$ cat src/rtl/wb_write_seq_pkg.sv
// Shared types and constants for the write-back sequencer and its queue.
package wb_write_seq_pkg;
    localparam int CODE_W = 4;
    localparam int WB_DW  = 32;
    localparam logic [CODE_W-1:0] REG_PC = 4'hF;

    typedef struct packed {
        logic [CODE_W-1:0] code;
        logic [WB_DW-1:0]  data;
    } wb_entry_t;

    function automatic logic [15:0] code_onehot(input logic [CODE_W-1:0] code);
        code_onehot = 16'h0001 << code;
    endfunction
endpackage

$ cat src/rtl/wb_fifo.sv
// Write-back queue: up to two pushes and one pop per cycle, with per-slot
// visibility so the top can build the pending-register mask.
module wb_fifo
    import wb_write_seq_pkg::*;
#(
    parameter  int DEPTH = 4,
    parameter  int DW    = 32,
    localparam int AW    = $clog2(DEPTH),
    localparam int CW    = AW + 1
) (
    input  logic                     clk,
    input  logic                     rst_n,
    input  logic [1:0]               push_n,
    input  logic [CODE_W-1:0]        push0_code,
    input  logic [DW-1:0]            push0_data,
    input  logic [CODE_W-1:0]        push1_code,
    input  logic [DW-1:0]            push1_data,
    input  logic                     pop,
    output logic [CW-1:0]            count,
    output logic [CODE_W-1:0]        head_code,
    output logic [DW-1:0]            head_data,
    output logic [DEPTH-1:0]         ent_valid,
    output logic [DEPTH*CODE_W-1:0]  ent_code
);
    logic [AW-1:0]     rd_ptr_r;
    logic [AW-1:0]     wr_ptr_r;
    logic [CW-1:0]     count_r;
    logic [CODE_W-1:0] code_mem_r [DEPTH];
    logic [DW-1:0]     data_mem_r [DEPTH];

    // Storage, pointers and occupancy; a pair of pushes lands in consecutive slots.
    always_ff @(posedge clk or negedge rst_n) begin
        if (!rst_n) begin
            rd_ptr_r <= '0;
            wr_ptr_r <= '0;
            count_r  <= '0;
            for (int k = 0; k < DEPTH; k++) begin
                code_mem_r[k] <= '0;
                data_mem_r[k] <= '0;
            end
        end else begin
            if (push_n != 2'd0) begin
                code_mem_r[wr_ptr_r] <= push0_code;
                data_mem_r[wr_ptr_r] <= push0_data;
            end
            if (push_n == 2'd2) begin
                code_mem_r[wr_ptr_r + AW'(1)] <= push1_code;
                data_mem_r[wr_ptr_r + AW'(1)] <= push1_data;
            end
            wr_ptr_r <= wr_ptr_r + AW'(push_n);
            rd_ptr_r <= rd_ptr_r + AW'(pop);
            count_r  <= count_r + CW'(push_n) - CW'(pop);
        end
    end

    // A slot is live when its wrapped distance from the read pointer is below the count.
    always_comb begin
        ent_valid = '0;
        ent_code  = '0;
        for (int k = 0; k < DEPTH; k++) begin
            ent_valid[k] = ({1'b0, AW'(k) - rd_ptr_r} < count_r);
            ent_code[k*CODE_W +: CODE_W] = code_mem_r[k];
        end
    end

    assign count     = count_r;
    assign head_code = code_mem_r[rd_ptr_r];
    assign head_data = data_mem_r[rd_ptr_r];
endmodule

$ cat src/rtl/wb_write_seq_chk.sv
// Occupancy checker for the write-back queue: no overflow, no pop from empty.
module wb_write_seq_chk #(
    parameter int DEPTH = 4,
    parameter int CW    = 3
) (
    input logic          clk,
    input logic          rst_n,
    input logic [CW-1:0] count,
    input logic          pop,
    input logic [1:0]    push_n
);
    localparam int NW = CW + 1;
    logic [NW-1:0] next_count_s;

    assign next_count_s = NW'(count) + NW'(push_n) - NW'(pop);

    // Every active edge must keep the queue within its capacity.
    always_ff @(posedge clk) begin
        if (rst_n) begin
            assert (next_count_s <= NW'(DEPTH));
            assert (!(pop && (count == '0)));
        end
    end
endmodule

$ cat src/rtl/wb_write_seq.sv
// Write-back sequencer: expands each retiring instruction into up to two
// register writes and serializes them onto the single register-file port.
module wb_write_seq
    import wb_write_seq_pkg::*;
#(
    parameter int DEPTH = 4,
    parameter int DW    = 32
) (
    input  logic              i_clk,
    input  logic              i_rst_n,
    input  logic              i_valid,
    output logic              o_ready,
    input  logic              i_wr0_en,
    input  logic [3:0]        i_wr0_code,
    input  logic [DW-1:0]     i_wr0_data,
    input  logic              i_wr1_en,
    input  logic [3:0]        i_wr1_code,
    input  logic [DW-1:0]     i_wr1_data,
    output logic              o_rd_en_wb,
    output logic [3:0]        o_rd_code_wb,
    output logic [DW-1:0]     o_rd_reg_wb,
    output logic              o_pc_wr,
    output logic [15:0]       o_pend_mask,
    output logic              o_idle
);
    localparam int CW = $clog2(DEPTH) + 1;

    logic [CW-1:0]            count_s;
    logic [CW-1:0]            free_s;
    logic [CODE_W-1:0]        head_code_s;
    logic [DW-1:0]            head_data_s;
    logic [DEPTH-1:0]         ent_valid_s;
    logic [DEPTH*CODE_W-1:0]  ent_code_s;
    logic                     ready_s;
    logic                     accept_s;
    logic                     empty_s;
    logic                     pop_s;
    logic                     load_en_s;
    logic                     inc0_en_s;
    logic                     inc1_en_s;
    logic [CODE_W-1:0]        inc0_code_s;
    logic [DW-1:0]            inc0_data_s;
    logic [CODE_W-1:0]        load_code_s;
    logic [DW-1:0]            load_data_s;
    logic [CODE_W-1:0]        push0_code_s;
    logic [DW-1:0]            push0_data_s;
    logic [1:0]               push_n_s;
    logic [15:0]              mask_s;
    logic                     rd_en_r;
    logic [CODE_W-1:0]        rd_code_r;
    logic [DW-1:0]            rd_reg_r;

    // Two free slots are always reserved so a dual write can never overflow.
    assign free_s   = CW'(DEPTH) - count_s;
    assign ready_s  = (free_s >= CW'(2));
    assign accept_s = i_valid & ready_s;
    assign empty_s  = (count_s == '0);

    // Compact the request, then choose between the queue head and the bypass path.
    always_comb begin
        inc0_en_s    = accept_s & (i_wr0_en | i_wr1_en);
        inc1_en_s    = accept_s & i_wr0_en & i_wr1_en;
        inc0_code_s  = i_wr0_code;
        inc0_data_s  = i_wr0_data;
        pop_s        = 1'b0;
        load_en_s    = 1'b0;
        load_code_s  = head_code_s;
        load_data_s  = head_data_s;
        push0_code_s = i_wr0_code;
        push0_data_s = i_wr0_data;
        push_n_s     = 2'd0;
        if (i_wr0_en) begin
            inc0_code_s = i_wr0_code;
            inc0_data_s = i_wr0_data;
        end else begin
            inc0_code_s = i_wr1_code;
            inc0_data_s = i_wr1_data;
        end
        if (!empty_s) begin
            pop_s        = 1'b1;
            load_en_s    = 1'b1;
            push0_code_s = inc0_code_s;
            push0_data_s = inc0_data_s;
            push_n_s     = {1'b0, inc0_en_s} + {1'b0, inc1_en_s};
        end else begin
            load_en_s    = inc0_en_s;
            load_code_s  = inc0_code_s;
            load_data_s  = inc0_data_s;
            push0_code_s = i_wr1_code;
            push0_data_s = i_wr1_data;
            push_n_s     = {1'b0, inc1_en_s};
        end
    end

    wb_fifo #(.DEPTH(DEPTH), .DW(DW)) u_fifo (
        .clk        (i_clk),
        .rst_n      (i_rst_n),
        .push_n     (push_n_s),
        .push0_code (push0_code_s),
        .push0_data (push0_data_s),
        .push1_code (i_wr1_code),
        .push1_data (i_wr1_data),
        .pop        (pop_s),
        .count      (count_s),
        .head_code  (head_code_s),
        .head_data  (head_data_s),
        .ent_valid  (ent_valid_s),
        .ent_code   (ent_code_s)
    );

    wb_write_seq_chk #(.DEPTH(DEPTH), .CW(CW)) u_chk (
        .clk    (i_clk),
        .rst_n  (i_rst_n),
        .count  (count_s),
        .pop    (pop_s),
        .push_n (push_n_s)
    );

    // Write-port register; code and data hold when no entry is available.
    always_ff @(posedge i_clk or negedge i_rst_n) begin
        if (!i_rst_n) begin
            rd_en_r   <= 1'b0;
            rd_code_r <= '0;
            rd_reg_r  <= '0;
        end else if (load_en_s) begin
            rd_en_r   <= 1'b1;
            rd_code_r <= load_code_s;
            rd_reg_r  <= load_data_s;
        end else begin
            rd_en_r   <= 1'b0;
        end
    end

    // Pending mask covers queued entries only; the port entry is forwarded instead.
    always_comb begin
        mask_s = 16'h0000;
        for (int k = 0; k < DEPTH; k++) begin
            mask_s = mask_s | (ent_valid_s[k] ? code_onehot(ent_code_s[k*CODE_W +: CODE_W])
                                              : 16'h0000);
        end
    end

    assign o_ready      = ready_s;
    assign o_rd_en_wb   = rd_en_r;
    assign o_rd_code_wb = rd_code_r;
    assign o_rd_reg_wb  = rd_reg_r;
    assign o_pc_wr      = rd_en_r & (rd_code_r == REG_PC);
    assign o_pend_mask  = mask_s;
    assign o_idle       = empty_s & ~rd_en_r;
endmodule
$ cat config.mk
export PLATFORM = sky130hd
export DESIGN_NAME = wb_write_seq
export DESIGN_NICKNAME = d
export VERILOG_FILES = /design/src/rtl/wb_write_seq_pkg.sv /design/src/rtl/wb_fifo.sv /design/src/rtl/wb_write_seq_chk.sv /design/src/rtl/wb_write_seq.sv
export SDC_FILE = /design/constraint.sdc
export NUM_CORES = 1
export LEC_CHECK = 0
export BUFFER_PORTS_ARGS = -buffer_cell sky130_fd_sc_hd__buf_2
export CORE_MARGIN = 3
export CORE_UTILIZATION = 30
export DETAILED_ROUTE_END_ITERATION = 10
export PLACE_DENSITY = 0.56
export SLEW_MARGIN = 25
export SYNTH_ARGS = -nofsm -noshare
export SYNTH_HDL_FRONTEND = slang
export SYNTH_SLANG_ARGS = --single-unit
$ cat constraint.sdc
create_clock -name i_clk -period 3.66 [get_ports i_clk]
set_input_delay 0.732 -clock i_clk [delete_from_list [all_inputs] [get_ports i_clk]]
set_output_delay 0.732 -clock i_clk [all_outputs]
set_load 0.1 [all_outputs]
---- Word-level counts from Yosys, hierarchy flattened ----
Index checks and enable logic that the tools add are counted.
Widths: inputs -> output; s select.
word-level totals
  output and inout port bits .............. 56
  register bits ........................... 188
  word-level logic and storage cells ...... 95
operators by class
  magnitude comparators ................... 10
  add/subtract/negate cells ............... 11
  shifts and indexed selects .............. 4
  reduce and logical (&&, ||, !) cells .... 4
  bitwise gates (word level) .............. 14
  mux-type cells .......................... 36
  eq/ne operators ......................... 2
operator list
  kind                  number
  $bwmux 128            2
  $mux 128              2
  $mux 32               7
  $demux 32 s2          2
  $mux 16               6
  $bmux 32 s2           1
  $shl 1x4->16 const A  4
  $or 16x16->16         3
  $bwmux 16             2
  $mux 4                7
  $demux 4 s2           2
  $lt 2x3->1            4
  $ge 3x3->1 const B    3
  $not 2->3             3
  $bmux 4 s2            1
  $and 1x1->1           6
  $lt 3x1->1 const B    2
  $eq 4x4->1 const B    1
  $sub 1x2->2 const A   2
  $sub 2x2->2 const A   2
  $add 3x2->3           1
  $ge 3x2->1 const B    1
  $logic_not 3->1       1
  $mux 1                3
  12 further kinds      13

---- Longest topological paths before layout ----
  depth after elaboration ................. 11
  depth in mapped cells ................... 17

---- Cells and area by module ----
Synthesis repeated with hierarchy kept, for this count alone.
second synthesis, totals
  cell total of the unflattened synthesis .. 1238
  area total of the unflattened synthesis .. 11755.0 um^2
modules (own cells, without submodules)
  module        cells each  seq. area each (um^2)  area an instance (um^2)  times used
  wb_fifo       862         3778.6                 8256.7                   1
  wb_write_seq  376         925.9                  3498.4                   1

---- Worst setup path after synthesis ----
No wires, ideal clock.
  path type ............................... register to register
  from .................................... reg u_fifo.count_r[0], in the netlist u_fifo.count[0]
  to ...................................... reg u_fifo.data_mem_r[117] (netlist bit)
  clock period less this slack ............ 3.944 ns
  library setup time ...................... 0.147 ns
  setup slack ............................. -0.284 ns
  arrival time ............................ 3.797 ns
  data required time ...................... 3.513 ns
  cell stages (with the launch flop) ...... 18
  path buffers ............................ 6
  path through ............................ dfrtp_1 > inv_1 > ha_1 > ha_1 > or3b_1 > buf_2 > o211ai_1 > clkbuf_1 > buf_2 > inv_1 > ha_1 > or2_2 > buf_2 > and3_1 > buf_2 > clkbuf_1 > a21oi_1 > o32ai_2
between the ends
  word-level cells in the longest chain between the ends .. 11
  elaborated cells on any way between the ends .. 16
  classes of those cells .................. 2 x add/sub; 1 x order compare; 1 x eq/ne; 6 x mux; 4 x bitwise; 2 x reduce/logical
RTL lines
  item                           line                text
  start, declared                wb_fifo.sv:27       logic [CW-1:0] count_r;
  start signal, assigned         wb_fifo.sv:52       count_r <= count_r + CW'(push_n) - CW'(pop);
  $sub 3x3->3 (*)                wb_write_seq.sv:54  assign free_s = CW'(DEPTH) - count_s;
  $ge 3x2->1 (*)                 wb_write_seq.sv:55  assign ready_s = (free_s >= CW'(2));
  via o_ready                    wb_write_seq.sv:12  output logic o_ready,
  $and 1x1->1 (*)                wb_write_seq.sv:56  assign accept_s = i_valid & ready_s;
  $and 1x1->1 (2 in a row)       wb_write_seq.sv:62  inc1_en_s = accept_s & i_wr0_en & i_wr1_en;
  $add 1x1->2                    wb_write_seq.sv:84  push_n_s = {1'b0, inc0_en_s} + {1'b0, inc1_en_s};
  $mux 2 (*)                     wb_write_seq.sv:79  if (!empty_s) begin
  $reduce_bool 2->1              wb_fifo.sv:42       if (push_n != 2'd0) begin
  $mux 128                       wb_fifo.sv:42
  $bwmux 128                     wb_fifo.sv:48       data_mem_r[wr_ptr_r + AW'(1)] <= push1_data;
  $mux 128 (*)                   wb_fifo.sv:46       if (push_n == 2'd2) begin
  end signal, assigned by index  wb_fifo.sv:44       data_mem_r[wr_ptr_r] <= push0_data;
  end signal, assigned by index  wb_fifo.sv:48
  end, declared                  wb_fifo.sv:29       logic [DW-1:0] data_mem_r [DEPTH];
The timed path passes the listed nets; every way through them passes the cells marked *.
A chain may end at the register's enable or synchronous reset.

---- Final worst setup path ----
  from .................................... reg u_fifo.count_r[0], in the netlist u_fifo.count[0]
  to ...................................... reg u_fifo.data_mem_r[102] (netlist bit)
between the ends
  word-level cells in the longest chain between the ends .. 11
  elaborated cells on any way between the ends .. 16
  classes of those cells .................. 2 x add/sub; 1 x order compare; 1 x eq/ne; 6 x mux; 4 x bitwise; 2 x reduce/logical
RTL lines
  item                      line
  $sub 3x3->3               wb_write_seq.sv:54
  $ge 3x2->1                wb_write_seq.sv:55
  $and 1x1->1               wb_write_seq.sv:56
  $and 1x1->1 (2 in a row)  wb_write_seq.sv:62
  $add 1x1->2               wb_write_seq.sv:84
  $mux 2                    wb_write_seq.sv:79
  $reduce_bool 2->1         wb_fifo.sv:42
  $mux 128                  wb_fifo.sv:42
  $bwmux 128                wb_fifo.sv:48
  $mux 128 (*)              wb_fifo.sv:46
Every way passes the cells marked *; elsewhere a longest branch is shown, timed or not.

==> key figures <==
Outcome
  – Status: finished clean

Synth
  – Syn Area/Cell: 10.3 um^2
  – Post-synthesis register bit count: about 190
  – YS warnings: 0
  – Prevailing post-synth register cell: dfrtp_1
  – Synth Net Count: between 1000 and 1500
  – EDFF count, synth: 0
  – Count of cell types in the netlist: 53
  – Fraction of registers with async set/reset: 100%
  – Synthesized cell area: 0.0119 mm^2
  – Register area share after synthesis: about two fifths
  – Mapped Cells: 1152

Floorplanning
  – Initial Utilization: 30.6%
  – Die Y: 205 um
  – Core area: 0.0388 mm^2
  – Die W: 205 um
  – Row cnt: 72
  – Die area: 0.0420 mm^2
  – Number of top-level pins: 133

Setup path
  – WP data required: 4000 ps
  – Crit path max-delay cell type: dfrtp_1
  – Worst Path Arrival: 3870 ps
  – Delay-heaviest family, CP: simple AND/OR/NAND/NOR gates
  – Worst setup SP type: flop
  – Critical Path, Cell by Cell: inv_1 > ha_1 > ha_2 > or3b_1 > and4_1 > ha_1 > or2_4 > a22o_4 > buf_12 > and3_1 > o32ai_2
  – Critical Path Max Stage Delay: 420 ps
  – CP Class: flop to flop
  – Number of buffers and inverters on the critical path: 2
  – CP Capture Type: flop
  – Worst Path Max Fanout: 54
  – Most common cell on crit path: ha_1

Pwr
  – Pint: 8.02 mW
  – Sequential share of power: 23.7%
  – Clock power share: 13.1%
  – Sw frac: 49.4%
  – PD cells: between 1000 and 1500 mW/mm^2
  – Comb power frac: 63.1%
  – Leakage power: 6.56 nW
  – VDD IR max: 0.610 mV
  – Net Switching: between 7 and 8 mW

Route
  – Via count: 11027
  – Detail-routed via count per cell: roughly 6.2
  – First-pass iteration count of the detailed router: 5
  – Avg WL per Cell: 24.9 um
  – Antenna Nets Post-Route: 0
  – DR iter-0 viols: 1024
  – Routed WL: about 44 mm
  – DR DRC count: 0

GRT
  – Total global-route track usage: between 20% and 30%
  – Global-route wire length before repair: 67.7 mm
  – Pin count of the biggest net entering global routing: slightly above 90
  – Vias in the first global route: around 11000
  – Initial antenna violation count: 4
  – Grt ovf: 0

Timing
  – Ratio of final minimum period to clock period: 96.3%
  – Worst-Margin Slew: 887 ps
  – Hold Slack: 370 ps
  – Finish-stage setup viols: 0
  – Rel. slew slack: about two fifths
  – Setup Skew: 18.6 ps
  – Final worst slack: between 100 and 150 ps
  – Tmin final: 3530 ps
  – Fmax: 0.284 GHz
  – Hold Vio Cnt, Final: 0
  – Max-slew violation count: 0

Clocking
  – Clk_lat worst skew: 450 ps
  – CTS buffer count: 17
  – Clock root buffer: clkbuf_16
  – H-Tree Depth: 4
  – Sink Count: 188
  – CTS tree: done
  – CTS Buffer Depth: 2
  – Worst-path clk slew: 80 ps

Layout
  – Final instance area: 0.0143 mm^2
  – Register area: 0.00471 mm^2
  – Nets: about 1300
  – Area occupied by multi-input gates: 0.00653 mm^2
  – Share of layout cells above drive strength 1: 25.4%
  – Area grow syn2layout: 20.2%
  – Non-Filler Instances: 1783
  – Fillers: between 3000 and 4000

Placed design
  – Placed Area: 0.0135 mm^2
  – Place WS: 72.1 ps
  – Placed Cells: around 1700
  – Port Buf Inserts: 132
  – Gpl congestion: around 0.86
  – HPWL after DPL: 28.0 mm

Min path
  – HP Class: input port to asynchronous set/reset pin

Job
  – Max-Cap Viols: 0
cells by family after synthesis:
kind of cell               Yosys count  synth area share (%)
and+or+nand+nor                    331                  14.4
DFF                                188                  39.7
xor gates and xnor gates             6                 0.443
AOI/OAI and AO/OA                  372                  27.8
adders and majority gates           14                  1.54
muxes                               72                  9.87
buffers and inverters              169                  6.30
metal layers:
layer | vias up | part of all wire, % | global-route usage (%)
li1 | 4765 | - | -
met1 | 5639 | 44 | 28.5
met2 | 533 | 45 | 32.5
met3 | 86 | 8.3 | 4.62
met4 | 4 | 2.6 | 6.88
met5 | - | 0.063 | 0
area by class of cell:
class | count | area share [%]
diodes | 2 | 0.0351
clock buffers | 20 | 3.13
clock inverters | 12 | 1.29
inverters | 52 | 1.37
multi-input cells | 796 | 45.8
flip-flops and latches | 188 | 33.0
well taps | 518 | 4.54
repair buffers | 195 | 10.9
cells in the mapped netlist (10+ instances only):
| cell type | number | area, um^2 |
|---|---|---|
| a22o_1 | 13 | 114 |
| o311ai_0 | 36 | 315 |
| buf_2 | 38 | 190 |
| dfrtp_1 | 188 | 4700 |
| a32o_1 | 108 | 1080 |
| o32ai_1 | 11 | 96.3 |
| nand3_1 | 192 | 961 |
| mux2i_1 | 36 | 360 |
| a21oi_1 | 36 | 180 |
| nand2_1 | 48 | 180 |
| a221o_1 | 10 | 100 |
| mux4_2 | 36 | 811 |
| nor2b_1 | 17 | 106 |
| clkbuf_1 | 53 | 199 |
| buf_1 | 14 | 52.6 |
| inv_1 | 52 | 195 |
| o32ai_2 | 25 | 407 |
| and3_1 | 41 | 257 |
| a21o_1 | 104 | 781 |
| ha_1 | 13 | 163 |
placed cells by master (no fill, tap or decap), drive strengths merged, types with 2 or more instances in the layout:
cell type	netlist	layout
xnor2	4	4
nor2b	17	17
nor3	3	3
a2111oi	9	9
nand4	4	4
bufinv	0	4
o311ai	36	36
o21ai	7	7
nor2	9	9
and4	2	2
clkinv	0	3
nor4b	2	2
clkbuf	54	21
and2	4	4
a21oi	37	37
inv	52	56
and3	41	41
nand2b	3	3
mux2i	36	36
nand2	48	48
nand3	192	192
a22oi	6	6
a21o	104	104
ha	13	13
buf	63	194
o32ai	36	36
dfrtp	188	188
diode	0	2
a32o	108	108
a221o	10	10
mux4	36	36
a22o	13	14
xor2	2	2
power groups by stage:
stage,Sequential [mW],Combinational (mW),Clock (mW)
after floorplan,4.78,6.09,0
after global placement,3.74,9.75,0
after detailed placement,3.76,9.90,0
after CTS,3.73,9.91,2.11
after global routing,3.87,10.6,2.19
final,3.76,10.0,2.08
sequential cells by signal, indices dropped and copies added (netlist names):
signal / count
u_fifo.count: 3
o_rd_reg_wb: 32
u_fifo.rd_ptr_r: 2
u_fifo.wr_ptr_r: 2
o_rd_en_wb: 1
u_fifo.data_mem_r: 128
o_rd_code_wb: 4
u_fifo.ent_code: 16
final timing paths:
path / start / slack, ps / depth (start not counted) / end
min in group i_clk: o_rd_reg_wb[3] / 540 / 2 / o_rd_reg_wb[3]
hold reg to reg: o_rd_reg_wb[3] / 540 / 2 / o_rd_reg_wb[3]
hold / removal: i_rst_n / 370 / 1 / o_rd_reg_wb[28]
setup reg to reg: u_fifo.count[0] / 130 / 11 / u_fifo.data_mem_r[102]
max in group asynchronous: i_rst_n / 2410 / 2 / u_fifo.data_mem_r[115]
setup / recovery: u_fifo.count[0] / 130 / 11 / u_fifo.data_mem_r[102]
metrics by stage:
stage | total power, mW | setup TNS (ps) | utilization [%]
finish | 15.8 | 0 | 36.7
global route | 16.7 | -36.9 | 36.7
CTS | 15.7 | 0 | 36.5
detailed placement | 13.7 | 0 | 34.9
global placement | 13.5 | 0 | 34.9
floorplan | 10.9 | 0 | -
timing repair:
action / 4_1_cts / 5_1_grt
hold endpoints to repair: 0 / 0
setup buffers: 0 / 3
setup endpoints to repair: 0 / 76
gates resized for setup: 0 / 5
hold buffers: 0 / 0
(Power assumes the default switching activity.)
